===== src/rtl/ide_pkg.sv =====
// Shared definitions for instr_decode_exec: widths, opcodes, FSM state
// encodings, instruction field positions and a zero-detect helper.
// Optional feature macro used by the bundle: RETIRE_CNT_EN.
package ide_pkg;

    localparam int IW = 9;
    localparam int DW = 8;
    localparam int NR = 4;

    // Opcodes, instruction bits [7:5]
    localparam logic [2:0] OP_NOP = 3'b000;
    localparam logic [2:0] OP_ADD = 3'b001;
    localparam logic [2:0] OP_SUB = 3'b010;
    localparam logic [2:0] OP_AND = 3'b011;
    localparam logic [2:0] OP_OR  = 3'b100;
    localparam logic [2:0] OP_LDI = 3'b101;
    localparam logic [2:0] OP_MOV = 3'b110;
    localparam logic [2:0] OP_NOT = 3'b111;

    // FSM state encodings
    localparam logic [2:0] S_FETCH  = 3'd0;
    localparam logic [2:0] S_DECODE = 3'd1;
    localparam logic [2:0] S_EXEC   = 3'd2;
    localparam logic [2:0] S_ADV    = 3'd3;
    localparam logic [2:0] S_HALT   = 3'd4;

    // Instruction field bit positions (rs and imm3 overlap on purpose)
    localparam int RUN_BIT = 8;
    localparam int OP_MSB  = 7;
    localparam int OP_LSB  = 5;
    localparam int RD_MSB  = 4;
    localparam int RD_LSB  = 3;
    localparam int RS_MSB  = 2;
    localparam int RS_LSB  = 1;
    localparam int IMM_MSB = 2;
    localparam int IMM_LSB = 0;

    function automatic logic is_zero(input logic [DW-1:0] v);
        return (v == {DW{1'b0}});
    endfunction

endpackage


===== src/rtl/instr_decode_exec_if.sv =====
// Bus between instruction_mem / program_counter / debug host and
// instr_decode_exec. retire_cnt exists only when RETIRE_CNT_EN is defined.
interface instr_decode_exec_if;
    import ide_pkg::*;

    logic [IW-1:0] instr;
    logic          pc_en;
    logic          halted;
    logic          zero;
    logic [1:0]    dbg_sel;
    logic [DW-1:0] dbg_data;
`ifdef RETIRE_CNT_EN
    logic [15:0]   retire_cnt;
`endif

    modport slave (
        input  instr,
        input  dbg_sel,
        output pc_en,
        output halted,
        output zero,
        output dbg_data
`ifdef RETIRE_CNT_EN
        , output retire_cnt
`endif
    );

    modport master (
        output instr,
        output dbg_sel,
        input  pc_en,
        input  halted,
        input  zero,
        input  dbg_data
`ifdef RETIRE_CNT_EN
        , input retire_cnt
`endif
    );

endinterface


===== src/rtl/ide_regfile.sv =====
// NR x DW register file: three asynchronous read ports (rd, rs, debug),
// one synchronous write port, synchronous active-low clear of all entries.
module ide_regfile
    import ide_pkg::*;
(
    input  logic          clk_i,
    input  logic          clr_n_i,
    input  logic          we_i,
    input  logic [1:0]    wa_i,
    input  logic [DW-1:0] wd_i,
    input  logic [1:0]    ra_rd_i,
    input  logic [1:0]    ra_rs_i,
    input  logic [1:0]    ra_dbg_i,
    output logic [DW-1:0] rd_data_o,
    output logic [DW-1:0] rs_data_o,
    output logic [DW-1:0] dbg_data_o
);

    logic [DW-1:0] regs_q [NR];

    // Clear has priority over any write in the same cycle
    always_ff @(posedge clk_i) begin
        if (!clr_n_i) begin
            for (int i = 0; i < NR; i++) begin
                regs_q[i] <= {DW{1'b0}};
            end
        end else if (we_i) begin
            regs_q[wa_i] <= wd_i;
        end
    end

    assign rd_data_o  = regs_q[ra_rd_i];
    assign rs_data_o  = regs_q[ra_rs_i];
    assign dbg_data_o = regs_q[ra_dbg_i];

endmodule


===== src/rtl/instr_decode_exec.sv =====
// instr_decode_exec: 4-clock, non-pipelined decode/execute stage behind
// instruction_mem. FETCH -> DECODE -> EXEC -> ADV, plus terminal HALT.
// Optional: define RETIRE_CNT_EN to add the 16-bit retire_cnt output.
module instr_decode_exec
    import ide_pkg::*;
(
    input  logic               clk,
    input  logic               res,
    instr_decode_exec_if.slave bus
);

    logic [2:0]    state_q, state_d;
    logic [IW-1:0] ir_q, ir_d;
    logic          zero_q, zero_d;
    logic          halted_q, halted_d;
    logic          pc_en_q, pc_en_d;
    logic          wr_en_s;

    logic [2:0]    op_s;
    logic [1:0]    rd_s;
    logic [1:0]    rs_s;
    logic [2:0]    imm_s;
    logic [DW-1:0] rd_val_s, rs_val_s, dbg_val_s;
    logic [DW-1:0] alu_res_s;
    logic          alu_we_s;

    assign op_s  = ir_q[OP_MSB:OP_LSB];
    assign rd_s  = ir_q[RD_MSB:RD_LSB];
    assign rs_s  = ir_q[RS_MSB:RS_LSB];
    assign imm_s = ir_q[IMM_MSB:IMM_LSB];

    ide_regfile u_regfile (
        .clk_i      (clk),
        .clr_n_i    (res),
        .we_i       (wr_en_s),
        .wa_i       (rd_s),
        .wd_i       (alu_res_s),
        .ra_rd_i    (rd_s),
        .ra_rs_i    (rs_s),
        .ra_dbg_i   (bus.dbg_sel),
        .rd_data_o  (rd_val_s),
        .rs_data_o  (rs_val_s),
        .dbg_data_o (dbg_val_s)
    );

    // ALU: result from pre-write register values; NOP writes nothing
    always_comb begin
        alu_res_s = {DW{1'b0}};
        alu_we_s  = ir_q[RUN_BIT];
        case (op_s)
            OP_NOP: begin
                alu_res_s = rd_val_s;
                alu_we_s  = 1'b0;
            end
            OP_ADD:  alu_res_s = rd_val_s + rs_val_s;
            OP_SUB:  alu_res_s = rd_val_s - rs_val_s;
            OP_AND:  alu_res_s = rd_val_s & rs_val_s;
            OP_OR:   alu_res_s = rd_val_s | rs_val_s;
            OP_LDI:  alu_res_s = {{(DW-3){1'b0}}, imm_s};
            OP_MOV:  alu_res_s = rs_val_s;
            OP_NOT:  alu_res_s = ~rd_val_s;
            default: begin
                alu_res_s = {DW{1'b0}};
                alu_we_s  = 1'b0;
            end
        endcase
    end

    // FSM next state, instruction latch, flags and retire strobe
    always_comb begin
        state_d  = state_q;
        ir_d     = ir_q;
        zero_d   = zero_q;
        halted_d = halted_q;
        pc_en_d  = 1'b0;
        wr_en_s  = 1'b0;
        case (state_q)
            S_FETCH: state_d = S_DECODE;
            S_DECODE: begin
                ir_d = bus.instr;
                if (bus.instr[RUN_BIT] == 1'b0) begin
                    state_d  = S_HALT;
                    halted_d = 1'b1;
                end else begin
                    state_d  = S_EXEC;
                end
            end
            S_EXEC: begin
                if (alu_we_s) begin
                    wr_en_s = res;
                    zero_d  = is_zero(alu_res_s);
                end else begin
                    wr_en_s = 1'b0;
                end
                pc_en_d = 1'b1;
                state_d = S_ADV;
            end
            S_ADV:   state_d = S_FETCH;
            S_HALT:  state_d = S_HALT;
            default: state_d = S_FETCH;
        endcase
    end

    // State registers with synchronous active-low reset
    always_ff @(posedge clk) begin
        if (!res) begin
            state_q  <= S_FETCH;
            ir_q     <= {IW{1'b0}};
            zero_q   <= 1'b0;
            halted_q <= 1'b0;
            pc_en_q  <= 1'b0;
        end else begin
            state_q  <= state_d;
            ir_q     <= ir_d;
            zero_q   <= zero_d;
            halted_q <= halted_d;
            pc_en_q  <= pc_en_d;
        end
    end

`ifdef RETIRE_CNT_EN
    logic [15:0] retire_cnt_q, retire_cnt_d;

    // Count retired instructions; wraps naturally at 16 bits
    always_comb begin
        if (state_q == S_ADV) begin
            retire_cnt_d = retire_cnt_q + 16'd1;
        end else begin
            retire_cnt_d = retire_cnt_q;
        end
    end

    // Retire counter register
    always_ff @(posedge clk) begin
        if (!res) begin
            retire_cnt_q <= 16'd0;
        end else begin
            retire_cnt_q <= retire_cnt_d;
        end
    end

    assign bus.retire_cnt = retire_cnt_q;
`endif

    assign bus.pc_en    = pc_en_q;
    assign bus.halted   = halted_q;
    assign bus.zero     = zero_q;
    assign bus.dbg_data = dbg_val_s;

endmodule


===== src/flat_wrapper.sv =====
// flat-port wrapper written by rule: the top's interface ports become plain ports
module instr_decode_exec_flat import ide_pkg::*;
  (clk, res, bus_instr, bus_dbg_sel, bus_pc_en, bus_halted, bus_zero, bus_dbg_data);
  instr_decode_exec_if bus_i ();
  input  logic clk;
  input  logic res;
  input wire logic [$bits(bus_i.instr)-1:0] bus_instr;
  input wire logic [$bits(bus_i.dbg_sel)-1:0] bus_dbg_sel;
  output wire logic [$bits(bus_i.pc_en)-1:0] bus_pc_en;
  output wire logic [$bits(bus_i.halted)-1:0] bus_halted;
  output wire logic [$bits(bus_i.zero)-1:0] bus_zero;
  output wire logic [$bits(bus_i.dbg_data)-1:0] bus_dbg_data;
  assign bus_i.instr = bus_instr;
  assign bus_i.dbg_sel = bus_dbg_sel;
  assign bus_pc_en = bus_i.pc_en;
  assign bus_halted = bus_i.halted;
  assign bus_zero = bus_i.zero;
  assign bus_dbg_data = bus_i.dbg_data;
  instr_decode_exec u_core (.clk(clk), .res(res), .bus(bus_i));
endmodule

===== config.mk =====
export PLATFORM = sky130hd
export DESIGN_NAME = instr_decode_exec_flat
export DESIGN_NICKNAME = d
export VERILOG_FILES = /design/src/rtl/ide_pkg.sv /design/src/rtl/instr_decode_exec_if.sv /design/src/rtl/ide_regfile.sv /design/src/rtl/instr_decode_exec.sv /design/src/flat_wrapper.sv
export SDC_FILE = /design/constraint.sdc
export NUM_CORES = 1
export LEC_CHECK = 0
export ABC_AREA = 1
export CAP_MARGIN = 25
export CORE_ASPECT_RATIO = 0.75
export CORE_MARGIN = 5
export CORE_UTILIZATION = 25
export CTS_CLUSTER_DIAMETER = 40
export DETAILED_ROUTE_END_ITERATION = 8
export PLACE_DENSITY = 0.43
export SKIP_CTS_REPAIR_TIMING = 1
export SLEW_MARGIN = 20
export SYNTH_ARGS = -nofsm -noshare
export SYNTH_HDL_FRONTEND = slang
export SYNTH_SLANG_ARGS = --single-unit

===== constraint.sdc =====
create_clock -name clk -period 3.6 [get_ports clk]
set_input_delay 1.08 -clock clk [delete_from_list [all_inputs] [get_ports clk]]
set_output_delay 1.08 -clock clk [all_outputs]
set_load 0.02 [all_outputs]

Word level (Yosys, flattened, before mapping). Memory sizes are Yosys's and may differ from the RTL's. A register that Yosys moved wholly into a read port is not among the register bits. Index checks and enable logic that the tools add are counted.

Bits in read-only memories: 0. Input port bits: 13. Register bits after elaboration: 15. RAM bits: 32. Bits in latches: 0. Memories: 1. Output and inout bits: 11.

Memories: u_core.u_regfile.regs_q (depth 4, width 8, rd ports 3, clocked after Yosys merged registers in 2, write ports 4, RTL line ide_regfile.sv:19) `logic [DW-1:0] regs_q [NR];`.

Shifts and indexed selects: 0. Eq/ne operators: 10. $lt $le $gt $ge: 0. Divide/modulo/power cells: 0. Reduce and logical (&&, ||, !) cells: 6. Mux-type cells: 18. Multipliers: 0. Bitwise operators: 4. Add/subtract/negate cells: 2.

Operators with widths (number): one-hot mux 8 bit (8 select lines) (1); == test 3 bit (second input constant) (5); one-hot mux 3 bit (4 select lines) (1); 2-to-1 mux 2 bit (5); == test 3 x 2 -> 1 bit (second input constant) (3); 2-to-1 mux 1 bit (9); adder 8 bit (1); AND 8 bit (1); logical NOT 8 bit (1); 2-to-1 mux 8 bit (1); NOT 8 bit (1); OR 8 bit (1); OR reduction 8 bit (1); subtractor 8 bit (1); == test 3 x 1 -> 1 bit (second input constant) (2); logical NOT 3 bit (2); AND reduction 2 bit (2); 2-to-1 mux 3 bit (1); NOT 1 bit (1).

Depth between registers and ports, before layout. Gate-level depths: netlist of run 1.

Depth after elaboration: 9. Depth in mapped cells: 24. Gate-level depth less buffers: 23.

Cells and area by module. Synthesis of run 1 repeated with hierarchy kept, for this count alone.

Cell total of the unflattened synthesis: 560. Area, all modules: 3639.7 um2.

By module, submodules not included: ide_regfile (seq. area each 960.9 um2, times used 1, cells an instance 302, area an instance 2142.1 um2); instr_decode_exec (seq. area each 300.3 um2, times used 1, cells an instance 258, area an instance 1497.7 um2).

Worst setup path after synthesis of run 1. No wires, ideal clock.

Kind: in2out. Start: in bus_dbg_sel[0]. End: out bus_dbg_data[5]. Data required time: 2520 ps. Data arrival time: 1906 ps. Slack: 614 ps. Stages: 4. Cell sequence: inv_1 > clkbuf_1 > o21ai_0 > o22ai_1.

Cells in the longest elaborated chain, start to end: 1.

RTL lines: start: declaration (RTL line flat_wrapper.sv:8) `input wire logic [$bits(bus_i.dbg_sel)-1:0] bus_dbg_sel;`; memory (4 x 8 bit); end: declaration (RTL line flat_wrapper.sv:12) `output wire logic [$bits(bus_i.dbg_data)-1:0] bus_dbg_data;`.

No other way between the ends.

Worst setup path in the final report of run 1.
Start: in bus_dbg_sel[0]. End: out bus_dbg_data[2].

Same word-level chain as after synthesis.

==> results_dict.tcl, run 1 <==
set metrics [dict create \
    status "finished clean" \
    max-slew-margin-rel 0.602 \
    cp.required_ns 2.52 \
    cp_max_fo 16 \
    min-delay-path-class "reg2reg" \
    antenna_found_initial 0 \
    wl_per_cell_um 14.7 \
    skew_ns 0.00497 \
    ys_seq_area_frac 0.379 \
    ys_warn_count 0 \
    crit_end "bus_dbg_data[2]" \
    cts.htree.levels 2 \
    reg2reg_to "u_core.bus.zero" \
    final.fill_count 1470 \
    swShare 0.375 \
    ant_nets 0 \
    synth_nets 536 \
    grt_use_met1 0.208 \
    dieArea_um2 16700 \
    clk_path_buf_depth 2 \
    dp_hpwl_um 8660 \
    cts_buffers 5 \
    num-nets-final 574 \
    vias 3403 \
    synthMuxAreaShare 0 \
    synthAdderAreaFrac 0.0410 \
    grt_overflow 0 \
    period_needed_ns 3.41 \
    global_route.peak_usage_layer "met1" \
    path_class "in2out" \
    insertion_delay_ns 0.30 \
    synth_compound_area_frac 0.110 \
    gp_congestion 0.883 \
    num_rows 37 \
    synth_area_per_cell_um2 6.91 \
    comb_power_share 0.384 \
    use_met2 0.191 \
    grtUsageTotal 0.133 \
    route.detailed.drc 0 \
    seqPwrFrac 0.340 \
    synth_xor_area_frac 0.0149 \
    io_buffers 23 \
    p_int_mw 1.27 \
    synth_cells 512 \
    met3_usage 0.0232 \
    finalSetupViolCount 0 \
    num_antenna_cells 0 \
    p_switching_mw 0.762 \
    fmax_mhz 294 \
    ys_seq_elements 51 \
    power.density_nw_per_um2 474 \
    start_kind "primary input" \
    cts.clk_slew.worst_paths_ns 0.07 \
    cp-end-kind "output pin" \
    rsz0062_at_grt "false" \
    totalWireLength_um 10600 \
    chipHeight_um 113 \
    hold_viol_final 0 \
    die_w_um 147 \
    synth_top_family_by_area "simple AND/OR/NAND/NOR gates" \
    cts_tree "done" \
    grt_max_degree 17 \
    setup_tns_ns 0 \
    drt_iter0_drc 226 \
    root_buffer "clkbuf_16" \
    reg2reg_slack_ns 0.48 \
    reg2reg_depth 20 \
    synthSimpleGateAreaFrac 0.358 \
    vias_per_cell 4.69 \
    grt_pass1_wl_um 17700 \
    finalPower_mw 2.03 \
    clkPwrFrac 0.276 \
    finalCritPeriodShare 0.946 \
    drv_cap 0 \
    core_um2 13800 \
    syn-cell-area_um2 3540 \
    clock-sinks 51 \
    layout-drive-gt1-share 0.0926 \
    yosys.cell_types.count 38 \
    tightest_slew_ns 0.594 \
    worst_ep_arrival_time_ns 2.33 \
    grt_pass1_vias 3298 \
    first_pass_iters 4 \
    worstSetupStartpoint "bus_dbg_sel[0]" \
    ir_worst_vdd_v 0.000211 \
    power.leakage_nw 2.06 \
    drv_slew 0 \
    io_pins 24 \
    start_util 0.256 \
    synthToLayoutAreaGrowth_pct 21.1 \
]
## cells in the final DEF, fill, tap and decap left out, types with 2 or more instances in the layout
cell               n
nor2_8             2
inv_4              5
buf_4             18
o22ai_1            9
clkdlybuf4s50_1   15
nand3b_1           3
ha_1              10
buf_12             2
o21ai_0           38
dfxtp_1           18
o21ai_1            2
clkbuf_16          5
inv_1             57
nand3_1           49
xnor2_1            3
nand2_2            3
a21oi_1           16
nand2_1          158
nor3_1             5
nor2_1            60
inv_2              5
nand4_1            4
dlymetal6s2s_1     8
edfxtp_1          32
xor2_1             3
a31oi_1            2
a211oi_1           2
## kinds of logic (layout without fill, tap and decap cells)
| family | count (synthesis) | in the layout |
|---|---|---|
| and+or+nand+nor | 291 | 291 |
| DFF | 51 | 51 |
| xor gates and xnor gates | 6 | 6 |
| AOI/OAI and AO/OA | 72 | 72 |
| adders and majority gates | 11 | 11 |
| buffers and inverters | 81 | 120 |
## Yosys cell counts, drive strengths merged
library cell,instances,share of area
fa,1,0.0057
dfxtp,19,0.11
a211oi,2,0.0042
nor2,64,0.080
xnor2,3,0.0074
nand3b,3,0.0064
inv,67,0.075
nand3,50,0.071
a31oi,2,0.0035
o21ai,40,0.057
nand4,4,0.0071
or2,1,0.0018
clkinv,2,0.0025
ha,10,0.035
o22ai,9,0.016
o211ai,1,0.0021
a21oi,16,0.023
clkbuf,4,0.0042
xor2,3,0.0074
nand2,162,0.18
nor3,6,0.0099
o21bai,1,0.0021
buf,8,0.016
edfxtp,32,0.27
nor4,1,0.0060
a32o,1,0.0028
## cell type report
cell class,instances,area (µm²),area share
clock buffer,6,129,0.0301
tap,175,219,0.0511
sequential,51,1340,0.313
multi-input combinational,380,1860,0.434
clock inverter,2,38.8,0.00905
inverter,69,273,0.0636
timing repair buffer,43,425,0.0993
## power groups by stage
stage	clock, mW	combinational (mW)	sequential [mW]
detailed placement	0	0.775	0.705
finish	0.560	0.780	0.691
global placement	0	0.779	0.706
floorplan	0	0.541	0.688
global route	0.597	0.893	0.696
CTS	0.572	0.780	0.691
## worst min path at each step
stage	startpoint	end	slack [ns]	cells past startpoint
floorplan	u_core.state_q[0]	u_core.state_q[0]	0.43	1
global placement	u_core.state_q[0]	u_core.state_q[0]	0.45	1
detailed placement	u_core.state_q[0]	u_core.state_q[0]	0.45	1
CTS	u_core.state_q[0]	u_core.state_q[0]	0.47	1
global route	u_core.state_q[0]	u_core.state_q[0]	0.50	1
finish	u_core.state_q[0]	u_core.state_q[0]	0.46	1
## state kept, by name (all words and copies together), names as in the netlist, named ones only
| name | count |
|---|---|
| u_core.u_regfile.regs_q | 32 |
| u_core.ir_q | 9 |
| u_core.state_q | 3 |
| u_core.bus.halted | 1 |
| u_core.bus.pc_en | 1 |
| u_core.bus.zero | 1 |
## critical path, cell delays in order
cell and delay, ns:
clkdlybuf4s50_1 0.55, inv_1 0.09, buf_12 0.15, o21ai_0 0.16, o22ai_1 0.08, dlymetal6s2s_1 0.21
## per-stage QoR
stage	std cells	hold WS (ns)	cell area (µm²)	util	worst slack [ns]
finish	726	0.463	4290	0.311	0.194
global route	726	0.502	4290	0.311	0.0553
CTS	726	0.466	4260	0.309	-0.188
detailed placement	718	0.447	4090	0.297	-0.185
global placement	718	0.445	4090	0.297	-0.153
floorplan	512	0.427	3540	-	0.614
## metal layers
metal,vias up,part of all wire
met3,13,0.054
met4,0,0.0088
li1,1744,-
met1,1575,0.54
met5,-,0
met2,71,0.40
No activity file was read; power rests on OpenSTA's default activity.
==> run 2: changes to the inputs <==
--- a/config.mk
+++ b/config.mk
@@ -7,12 +7,11 @@
 export LEC_CHECK = 0
 export ABC_AREA = 1
 export CAP_MARGIN = 25
-export CORE_ASPECT_RATIO = 0.75
+export CORE_ASPECT_RATIO = 0.7
 export CORE_MARGIN = 5
 export CORE_UTILIZATION = 25
 export CTS_CLUSTER_DIAMETER = 40
 export DETAILED_ROUTE_END_ITERATION = 8
-export PLACE_DENSITY = 0.43
 export SKIP_CTS_REPAIR_TIMING = 1
 export SLEW_MARGIN = 20
 export SYNTH_ARGS = -nofsm -noshare
==> constraint.sdc (replaced) <==
create_clock -name clk -period 3.2 [get_ports clk]
set_input_delay 0.96 -clock clk [delete_from_list [all_inputs] [get_ports clk]]
set_output_delay 0.96 -clock clk [all_outputs]
set_load 0.02 [all_outputs]
==> run 2 against run 1 <==
  * Sequential power increased by 11%
  * Sequential cell count unchanged
  * Cell area increased by 4.2%
  * Via count increased by 2.1%
  * Largest cell class unchanged
  * Hold slack improved by 0.0035 ns
  * Clock skew increased by 0.00059 ns
  * Critical endpoint is now bus_dbg_data[1]
  * First-iteration DRC count increased by 40%
  * Die area about the same
  * Critical path type unchanged
  * Total power increased by 17%
  * Combinational power increased by 29%
==> results_dict.tcl, run 2 (synthesis gave the netlist of run 1 again) <==
set metrics [dict create \
    min_from "u_core.state_q[0]" \
    antenna_found_initial 0 \
    power.leakage_nw 2.14 \
    fin_ws_ns 0.0858 \
    gp_congestion 0.879 \
    mostFrequentLayoutCells "nand2_1, inv_1, nor2_1" \
    cts_buffers 5 \
    hold_depth 1 \
    cp-end-kind "output pin" \
    drv_slew 0 \
    tightest_slew_ns 0.608 \
    grt_pass1_wl_um 16700 \
    ant_nets 0 \
    min-delay-path-class "reg2reg" \
    reg2reg_to "u_core.bus.zero" \
    worstSetupStartpoint "bus_dbg_sel[1]" \
    reg2reg_slack_ns 0.25 \
    skew_ns 0.00556 \
    first_pass_iters 5 \
    grt_max_degree 17 \
    finalSetupViolCount 0 \
    p_switching_mw 0.879 \
    p_int_mw 1.50 \
    route.detailed.drc 0 \
    fmax_mhz 321 \
    io_pins 24 \
    path_class "in2out" \
    start_util 0.255 \
    insertion_delay_ns 0.30 \
    period_needed_ns 3.11 \
    largest_register_ffs 32 \
    totalWireLength_um 10200 \
    root_buffer "clkbuf_16" \
    final_common_cell "nand2_1" \
    grtUsageTotal 0.125 \
    dieArea_um2 16700 \
    place_inst 749 \
    vias_per_cell 4.57 \
    cts_tree "done" \
    grt_pass1_vias 3200 \
    layout-drive-gt1-share 0.139 \
    comb_power_share 0.424 \
    ir_worst_vdd_v 0.000247 \
    reg2reg_depth 24 \
    cp_max_fo 6 \
    clk_path_buf_depth 2 \
    rsz0062_at_grt "false" \
    seqPwrFrac 0.324 \
    core_um2 13900 \
    power.density_nw_per_um2 533 \
    chipHeight_um 110 \
    hold_viol_final 0 \
    num_antenna_cells 0 \
    fin_cells 760 \
    max_flop_register "u_core.u_regfile.regs_q" \
    start_kind "primary input" \
    swShare 0.369 \
    num_rows 36 \
    grt_overflow 0 \
    clock-sinks 51 \
    clkPwrFrac 0.253 \
    final.fill_count 1543 \
    hold_slack_ns 0.467 \
    synthToLayoutAreaGrowth_pct 26.2 \
    finalCritPeriodShare 0.973 \
    vias 3475 \
    die_w_um 152 \
    status "finished clean" \
    place_ws_ns -0.374 \
    drt_iter0_drc 317 \
    holdPathEnd "u_core.state_q[0]" \
    finalPower_mw 2.38 \
    dp_hpwl_um 8220 \
    reg.largest.list "u_core.u_regfile.regs_q: 32 flops, u_core.ir_q: 9 flops, u_core.state_q: 3 flops" \
    cts.htree.levels 2 \
    wl_per_cell_um 13.4 \
    worst_ep_arrival_time_ns 2.15 \
    max-slew-margin-rel 0.593 \
    num-nets-final 593 \
    cts.clk_slew.worst_paths_ns 0.07 \
    io_buffers 23 \
    final_util 0.322 \
    cp.required_ns 2.24 \
    drv_cap 0 \
]
[run 2: changes by cell type in the layout (fill, tap and decap cells not counted), sizes merged]
cell / delta
bufinv: -1
clkdlybuf4s50: -1
dlymetal6s2s: -1
buf: +19
clkbuf: +3
[run 2: per-layer routing]
layer,vias to the layer above,wire length [µm],global-route usage,share of wire
met5,-,0,0,0
met4,0,53,0.0205,0.0052
met3,4,780,0.0248,0.076
met2,112,3760,0.169,0.37
met1,1580,5610,0.202,0.55
li1,1779,-,-,-
[run 2: critical path, cell delays in order]
cell and delay [ns]:
clkdlybuf4s50_1 0.54, buf_4 0.18, o21ai_0 0.09, o22ai_1 0.14
dlymetal6s2s_1 0.24
[run 2: power by group through the flow]
stage / clock (mW) / combinational (mW) / sequential [mW]
finish: 0.601 / 1.01 / 0.770
global route: 0.641 / 1.12 / 0.775
CTS: 0.608 / 0.952 / 0.770
detailed placement: 0 / 0.945 / 0.784
global placement: 0 / 0.946 / 0.785
floorplan: 0 / 0.609 / 0.773
[run 2: layout make-up]
cell class,count,area (µm²),area share
clock buffers,7,158,0.0353
clock inverters,1,8.76,0.00196
inverters,69,273,0.0611
multi-input cells,380,1880,0.421
flip-flops and latches,51,1340,0.300
well taps,190,238,0.0532
repair buffers,62,568,0.127
[run 2: through the flow]
stage          setup TNS (ns)  cell area (µm²)
3_5_place_dp            -2.73             4240
2_1_floorplan               0             3540
3_3_place_gp            -2.74             4240
6_report                    0             4470
5_1_grt                     0             4470
4_1_cts                 -2.79             4410
[run 2: how the worst max path moves through the flow]
| stage | to | slack, ns |
|---|---|---|
| after global placement | bus_dbg_data[4] | -0.37 |
| final | bus_dbg_data[1] | 0.09 |
| after CTS | bus_dbg_data[4] | -0.38 |
| after floorplan | bus_dbg_data[5] | 0.45 |
| after detailed placement | bus_dbg_data[4] | -0.37 |
| after global routing | u_core.bus.zero | 0.002 |
